**src/rtl/game_pkg.sv**
```systemverilog
// Shared constants for the maze game flow: state codes, counter widths, default tick rate.
package game_pkg;
  localparam int STATE_W = 3;
  localparam int LIVES_W = 2;
  localparam int SCORE_W = 16;
  localparam int FRAME_W = 8;

  localparam logic [STATE_W-1:0] ST_IDLE = 3'd0;
  localparam logic [STATE_W-1:0] ST_PLAY = 3'd1;
  localparam logic [STATE_W-1:0] ST_HIT  = 3'd2;
  localparam logic [STATE_W-1:0] ST_OVER = 3'd3;
  localparam logic [STATE_W-1:0] ST_WIN  = 3'd4;

  localparam int TICK_DIV_DEF = 100000;
endpackage

```
**src/rtl/pulse_divider.sv**
```systemverilog
// Free-running enable divider: tick is high in the cycle the count sits at DIV-1.
// Count holds while en is low; clr restarts it from zero.
module pulse_divider #(
  parameter int DIV = 4
) (
  input  logic clk,
  input  logic arst_n,
  input  logic en,
  input  logic clr,
  output logic tick
);
  localparam int CW = (DIV > 2) ? $clog2(DIV) : 1;
  localparam logic [CW-1:0] LAST = CW'(DIV - 1);

  logic [CW-1:0] cnt_q;

  always_ff @(posedge clk or negedge arst_n) begin
    if (!arst_n) begin
      cnt_q <= '0;
    end else if (clr) begin
      cnt_q <= '0;
    end else if (en) begin
      cnt_q <= (cnt_q == LAST) ? '0 : cnt_q + 1'b1;
    end
  end

  assign tick = en & ~clr & (cnt_q == LAST);
endmodule

```
**src/rtl/game_sequencer.sv**
```systemverilog
// Game-flow controller: title/play/hit/over/win phases, lives and score, and the move_tick pacing.
// Hit/coin act on the edge they are first sampled; the start button costs two synchronizer stages.
module game_sequencer
  import game_pkg::*;
#(
  parameter int TICK_DIV   = TICK_DIV_DEF,
  parameter int LIVES      = 3,
  parameter int WIN_COINS  = 16,
  parameter int HIT_FRAMES = 60
) (
  input  logic               vga_clk,
  input  logic               arst_n,
  input  logic               btn_start,
  input  logic               frame_start,
  input  logic               hit,
  input  logic               coin_hit,
  output logic               move_tick,
  output logic               run,
  output logic               respawn,
  output logic               flash,
  output logic [LIVES_W-1:0] lives,
  output logic [SCORE_W-1:0] coin_cnt,
  output logic [STATE_W-1:0] state
);
  logic               sync1_q, sync2_q, start_prev_q, hit_prev_q, coin_prev_q;
  logic [STATE_W-1:0] state_q, state_d;
  logic [LIVES_W-1:0] lives_q, lives_d;
  logic [SCORE_W-1:0] coin_cnt_q, coin_cnt_d, coin_inc;
  logic [FRAME_W-1:0] frm_q, frm_d;
  logic               run_q, respawn_q, flash_q;
  logic               start_rise, hit_rise, coin_rise, enter_play;

  assign start_rise = sync2_q & ~start_prev_q;
  assign hit_rise   = hit & ~hit_prev_q;
  assign coin_rise  = coin_hit & ~coin_prev_q;
  assign coin_inc   = (coin_cnt_q == '1) ? coin_cnt_q : coin_cnt_q + 1'b1;

  always_comb begin
    state_d    = state_q;
    lives_d    = lives_q;
    coin_cnt_d = coin_cnt_q;
    frm_d      = frm_q;
    enter_play = 1'b0;
    case (state_q)
      ST_IDLE: if (start_rise) begin
        state_d    = ST_PLAY;
        lives_d    = LIVES_W'(LIVES);
        coin_cnt_d = '0;
        enter_play = 1'b1;
      end
      ST_PLAY: begin
        // A hit outranks a coin taken in the same cycle.
        if (hit_rise) begin
          if (lives_q > 2'd1) begin
            lives_d = lives_q - 1'b1;
            state_d = ST_HIT;
            frm_d   = '0;
          end else begin
            lives_d = '0;
            state_d = ST_OVER;
          end
        end else if (coin_rise) begin
          coin_cnt_d = coin_inc;
          if (coin_inc == SCORE_W'(WIN_COINS)) state_d = ST_WIN;
        end
      end
      ST_HIT: if (frame_start) begin
        frm_d = frm_q + 1'b1;
        if (frm_q + 1'b1 == FRAME_W'(HIT_FRAMES)) begin
          state_d    = ST_PLAY;
          enter_play = 1'b1;
        end
      end
      ST_OVER, ST_WIN: if (start_rise) state_d = ST_IDLE;
      default: state_d = ST_IDLE;
    endcase
  end

  always_ff @(posedge vga_clk or negedge arst_n) begin
    if (!arst_n) begin
      sync1_q      <= 1'b0;
      sync2_q      <= 1'b0;
      start_prev_q <= 1'b0;
      hit_prev_q   <= 1'b0;
      coin_prev_q  <= 1'b0;
      state_q      <= ST_IDLE;
      lives_q      <= '0;
      coin_cnt_q   <= '0;
      frm_q        <= '0;
      run_q        <= 1'b0;
      respawn_q    <= 1'b0;
      flash_q      <= 1'b0;
    end else begin
      sync1_q      <= btn_start;
      sync2_q      <= sync1_q;
      start_prev_q <= sync2_q;
      hit_prev_q   <= hit;
      coin_prev_q  <= coin_hit;
      state_q      <= state_d;
      lives_q      <= lives_d;
      coin_cnt_q   <= coin_cnt_d;
      frm_q        <= frm_d;
      run_q        <= (state_d == ST_PLAY);
      respawn_q    <= enter_play;
      flash_q      <= (state_d == ST_HIT) & frm_d[3];
    end
  end

  pulse_divider #(.DIV(TICK_DIV)) u_tick (
    .clk    (vga_clk),
    .arst_n (arst_n),
    .en     (run_q),
    .clr    (enter_play),
    .tick   (move_tick)
  );

  assign run      = run_q;
  assign respawn  = respawn_q;
  assign flash    = flash_q;
  assign lives    = lives_q;
  assign coin_cnt = coin_cnt_q;
  assign state    = state_q;
endmodule
```
**config.mk**
```make
export PLATFORM = sky130hd
export DESIGN_NAME = game_sequencer
export DESIGN_NICKNAME = d
export VERILOG_FILES = /design/src/rtl/game_pkg.sv /design/src/rtl/pulse_divider.sv /design/src/rtl/game_sequencer.sv
export SDC_FILE = /design/constraint.sdc
export NUM_CORES = 1
export LEC_CHECK = 0
export CAP_MARGIN = 5
export CORE_ASPECT_RATIO = 2
export CORE_MARGIN = 2
export CORE_UTILIZATION = 55
export CTS_BUF_LIST = sky130_fd_sc_hd__clkbuf_4 sky130_fd_sc_hd__clkbuf_8 sky130_fd_sc_hd__clkbuf_16
export DETAILED_ROUTE_END_ITERATION = 7
export HOLD_SLACK_MARGIN = 0.03
export PLACE_DENSITY_LB_ADDON = 0.3
export SYNTH_ARGS = -nofsm -noshare
export SYNTH_HDL_FRONTEND = slang
export SYNTH_SLANG_ARGS = --single-unit
export TNS_END_PERCENT = 1
```
**constraint.sdc**
```tcl
create_clock -name vga_clk -period 4.53 [get_ports vga_clk]
set_input_delay 0.906 -clock vga_clk [delete_from_list [all_inputs] [get_ports vga_clk]]
set_output_delay 0.906 -clock vga_clk [all_outputs]
set_load 0.01 [all_outputs]
```
==> run metrics, run 1 <==
Max Clk Rate 261 MHz; largest cells by area after synthesis dfrtp_1 45%, o21ai_0 8.8%, nand2_1 4.2%; gp weighted congestion 0.904; outcome finished, final reports clean; #FFs+latches synth 54; kind of cell adding the most delay to the critical path buffers and inverters; Post-Route WL 7140 µm; Synth Cell Area 3010 µm²; Die Wd 56.3 µm; Num Clock Sinks 54; post-synth top area cell dfrtp_1; diode count 0; P&R area growth vs syn 13.1%; I/O Buffers 30; Seq/Total Area, Yosys 44.9%; skew final 0.00950 ns; Global Route met3 Usage 2.99%; Core Region 5370 µm²; Clk Latency, worst-skew pair 0.32 ns; post-synthesis async set-or-reset flop share 100%; Max IR drop VDD 0.000435 V; crit-path max FO 5; WL/cell 16.9 µm; share of cells above drive strength 1 4.68%; CTS clk-pin slew, worst paths 0.09 ns; vias in the first global route 2,611; Multi-input gate area 1570 µm²; Synth cell types 53; Setup TNS 0 ns; FF-to-FF Start coin_cnt[0]$_DFFE_PN0P_; critical path required time 3.62 ns; met2 GRT Util 42.0%; pin count of the biggest net entering global routing 55; Iter 0 DRT Violations 120; CTS tree built; total die area 6110 µm²; WP data arrival 2.93 ns; post-synth net total 352; worst path bufs/invs 2; type of the most critical hold path register to register; CP max stage cell clkdlybuf4s50_1; final worst path period share 84.6%; grt met1 use 27.7%; placed insts 415; min cycle time layout 3.83 ns; max incr delay on CP 0.49 ns; final worst setup slack 0.696 ns; Worst Setup SP frame_start; hpwl dp 4870 µm; effective utilization at floorplan 56.0%; critical path capture point type output port; startpoint type of the worst setup path input port; Cell Pwr Density 388 nW/µm²; Rel. slew slack 36.3%; average cell area after synthesis 8.77 µm²; Top Usage Layer GRT met2; YS warnings 0; hold path startpoint sync1_q$_DFF_PN0_; CTS buffer count 5; R2R setup slack 1.73 ns; CP Cell Sequence clkdlybuf4s50_1, nor4b_1, a31oi_1, nor3_1, nor3b_1, clkdlybuf4s50_1; worst slew pin tran 0.952 ns; cell leakage power 0.00138 µW; most common cell after layout, fill and taps aside dfrtp_1; H-tree lvl count 2; Post-Syn Instances 343; CTS max path bufs 2; DP Worst Slack 0.685 ns; Crit Path Class input port to output port; NumNets Final 371; initial antenna violation count 0; layout filler cell count 467; final setup vio count 0; post-cts sizing count 0; # hold bufs at CTS 0; GRT Total Usage 24.1%; Non-Filler Instances 423; RSZ-0062 raised after global routing false; max cap viols 0; post-synth top area share 44.9%; post-route DRC violation count 0; io pins 31; Synth Flop Type dfrtp_1; CTS Root Cell clkbuf_8; Row Count 38; Avg Vias per Cell 6.43; Slew Limit Fails 0; GRT overflow 0; first-pass GRT wire length 11,700 µm; Die Ht 109 µm; DRT Pass-1 Iters 4; CP dominant cell by count clkdlybuf4s50_1; via count 2,722; Antenna Nets Post-Route 0; EDFF count, synth 0; commonest non-fill, non-tap cells in the layout 54 x dfrtp_1, 53 x o21ai_0, 34 x nand2_1; register area 1350 µm²; Final Hold Viols 0; setup bufs post-CTS 0
==> layer usage <==
layer  share of wire (%)  wire, µm
met1                  41      2940
met2                  53      3770
met3                 3.5       249
met4                 2.5       182
met5                   0         0
==> through the flow <==
step | hold WS (ns) | cell area (µm²) | utilization (%) | power, µW
after floorplan | 0.331 | 3010 | - | 880
after global placement | 0.343 | 3310 | 61.6 | 1030
after detailed placement | 0.342 | 3310 | 61.6 | 1040
after CTS | 0.365 | 3400 | 63.4 | 1330
after global routing | 0.376 | 3400 | 63.4 | 1400
final | 0.361 | 3400 | 63.4 | 1320
==> sequential cells by signal, indices dropped and copies added (netlist names), 2 cells and up <==
signal        count
u_tick.cnt_q     17
state             3
lives             2
frm_q             8
coin_cnt         16
==> final timing paths <==
kind                                                endpoint  cells after the start
worst min register to register             sync2_q$_DFF_PN0_                      0
max in group asynchronous               hit_prev_q$_DFF_PN0_                      2
worst min-delay path                       sync2_q$_DFF_PN0_                      0
worst max-delay path                               move_tick                      6
min in group asynchronous       u_tick.cnt_q[12]$_DFFE_PN0P_                      2
worst max register to register                 run$_DFF_PN0_                      7
==> synthesized netlist by cell type (3+ instances only) <==
master     n
nor3b_1    4
and2_1     6
nor3_1     7
nor2_1    32
nand4_1   10
dfrtp_1   54
and3_1     9
nor4_1     4
a31oi_1   11
clkbuf_1  12
o31ai_1    6
nor4b_1    3
o21ai_0   53
buf_2      7
and4_1     7
xnor2_1    3
nor2b_1    6
nand2_1   34
ha_1       3
a21oi_1   15
nand3_1   14
==> area by class of cell <==
class	count	share of cell area, %
clock inverter	2	0.368
multi-input combinational	267	46.0
clock buffer	6	2.43
sequential	54	39.7
timing repair buffer	32	9.11
inverter	2	0.221
tap	60	2.21
==> power breakdown <==
group / switching [µW] / internal [µW] / leakage [µW] / total, µW
Clock: 170 / 123 / 0.0000472 / 293
Combinational: 231 / 162 / 0.000606 / 393
Sequential: 91.4 / 545 / 0.000723 / 636
==> kinds of logic (layout without fill, tap and decap cells) <==
family	count (synthesis)	in the layout	synth area share, %
and+or+nand+nor	151	151	27.4
muxes	2	2	0.707
adders and majority gates	3	3	1.25
buffers and inverters	22	42	3.08
DFF	54	54	44.9
xor gates and xnor gates	4	4	1.16
AOI/OAI and AO/OA	107	107	21.5
Note: power is estimated with default switching activity, not from simulation.
==> run 2: changes to the inputs <==
==> constraint.sdc (replaced) <==
create_clock -name vga_clk -period 3.55 [get_ports vga_clk]
set_input_delay 0.71 -clock vga_clk [delete_from_list [all_inputs] [get_ports vga_clk]]
set_output_delay 0.71 -clock vga_clk [all_outputs]
set_load 0.01 [all_outputs]
==> run metrics, run 2 (same netlist as run 1, synthesis figures left out) <==
WL/cell 17.0 µm; pin count of the biggest net entering global routing 34; Post-Route WL 7240 µm; share of power burned in registers 46.1%; Worst Hold Path EP sync2_q$_DFF_PN0_; max cap viols 0; Largest Register u_tick.cnt_q; gp weighted congestion 0.907; kind of cell adding the most delay to the critical path buffers and inverters; CTS tree built; CTS buffer count 5; commonest non-fill, non-tap cells in the layout 54 x dfrtp_1, 53 x o21ai_0, 34 x nand2_1; NumNets Final 373; Final Total Pwr 1760 µW; DRT Pass-1 Iters 4; RSZ-0062 raised after global routing false; Row Count 38; final setup vio count 0; worst-case reg-to-reg path depth 7; hold path startpoint sync1_q$_DFF_PN0_; Iter 0 DRT Violations 81; Setup TNS 0 ns; crit-path max FO 3; placed inst area 3320 µm²; io pins 31; I/O Buffers 30; first-pass GRT wire length 11,700 µm; capturing point of the worst reg2reg path run$_DFF_PN0_; type of the most critical hold path register to register; fin area 3440 µm²; most common cell after layout, fill and taps aside dfrtp_1; Avg Vias per Cell 6.52; max incr delay on CP 0.49 ns; CTS Root Cell clkbuf_8; diode count 0; initial antenna violation count 0; cell leakage power 0.00140 µW; outcome finished, final reports clean; total die area 6110 µm²; Die Wd 56.3 µm; Die Ht 109 µm; DP Worst Slack 0.338 ns; # hold bufs at CTS 0; final worst path period share 90.5%; max FFs per register 17; CTS clk-pin slew, worst paths 0.10 ns; startpoint type of the worst setup path input port; Core Region 5370 µm²; GRT Total Usage 24.0%; worst slew pin tran 0.748 ns; combinational power share 29.3%; Slew Limit Fails 0; CTS max path bufs 2; share of cells above drive strength 1 5.21%; worst path bufs/invs 2; critical path required time 2.84 ns; Clk Latency, worst-skew pair 0.32 ns; Final Hold Viols 0; CP max stage cell clkdlybuf4s50_1; effective utilization at floorplan 56.0%; GRT overflow 0; vias in the first global route 2,563; Rel. slew slack 50.1%; min cycle time layout 3.21 ns; Antenna Nets Post-Route 0; setup bufs post-CTS 0; Clock power frac 24.7%; Num Clock Sinks 54; skew final 0.0108 ns; post-cts sizing count 0; CP dominant cell by count clkdlybuf4s50_1; Crit Path Class input port to output port; P&R area growth vs syn 14.2%; CP Cell Sequence clkdlybuf4s50_1, nor4b_1, a31oi_1, nor3_1, nor3b_1, clkdlybuf4s50_1; Cell Pwr Density 511 nW/µm²; Max IR drop VDD 0.000386 V; Int Power 1120 µW; Non-Filler Instances 425; Max Clk Rate 311 MHz; FF-to-FF Start coin_cnt[0]$_DFFE_PN0P_; R2R setup slack 0.74 ns; net load switching power 635 µW; post-route DRC violation count 0; WP data arrival 2.50 ns; hpwl dp 5030 µm; Sw Ratio 36.1%; via count 2,772; placed insts 417; H-tree lvl count 2; critical path capture point type output port; worst hold stages 0; final worst setup slack 0.338 ns
==> run 2: cell count changes in the layout (fill, tap and decap cells not counted) <==
cell        previous run  this run
inv_6                  0         1
clkinvlp_4             1         0
bufinv_16              0         1
clkbuf_8               6         5
buf_4                  2         4
==> run 2: worst max path at each step <==
stage	startpoint	end	depth (start not counted)
after floorplan	coin_cnt[0]$_DFFE_PN0P_	run$_DFF_PN0_	8
after detailed placement	frame_start	move_tick	6
after CTS	frame_start	move_tick	6
after global routing	frame_start	move_tick	6
final	frame_start	move_tick	6
after global placement	frame_start	move_tick	6
==> run 2: metrics by stage <==
step | utilization [%] | hold slack [ns]
final | 64.0 | 0.380
after global routing | 64.0 | 0.392
after CTS | 64.0 | 0.379
after detailed placement | 61.9 | 0.360
after global placement | 61.9 | 0.351
after floorplan | - | 0.331
==> run 2: power by group through the flow <==
stage                     clock [µW]  combinational [µW]  sequential, µW
after global routing             462                 567             829
final                            434                 515             810
after detailed placement           0                 511             819
after floorplan                    0                 333             790
after CTS                        439                 515             807
after global placement             0                 499             815
==> run 2: cell type report <==
type	instances	area, µm²
fill	462	1940
multi-input combinational	267	1570
sequential	54	1350
timing repair buffer	34	325
tap	60	75.1
clock buffer	5	68.8
clock inverter	3	43.8
inverter	2	7.51
==> run 2: layer usage <==
metal	up-vias	track usage [%]	part of all wire (%)	wire length (µm)
met5	-	0	0	0
met4	0	11.7	1.9	137
met3	13	2.99	3.8	277
met2	92	42.8	55	3970
met1	1342	28.1	39	2860
li1	1325	-	-	-
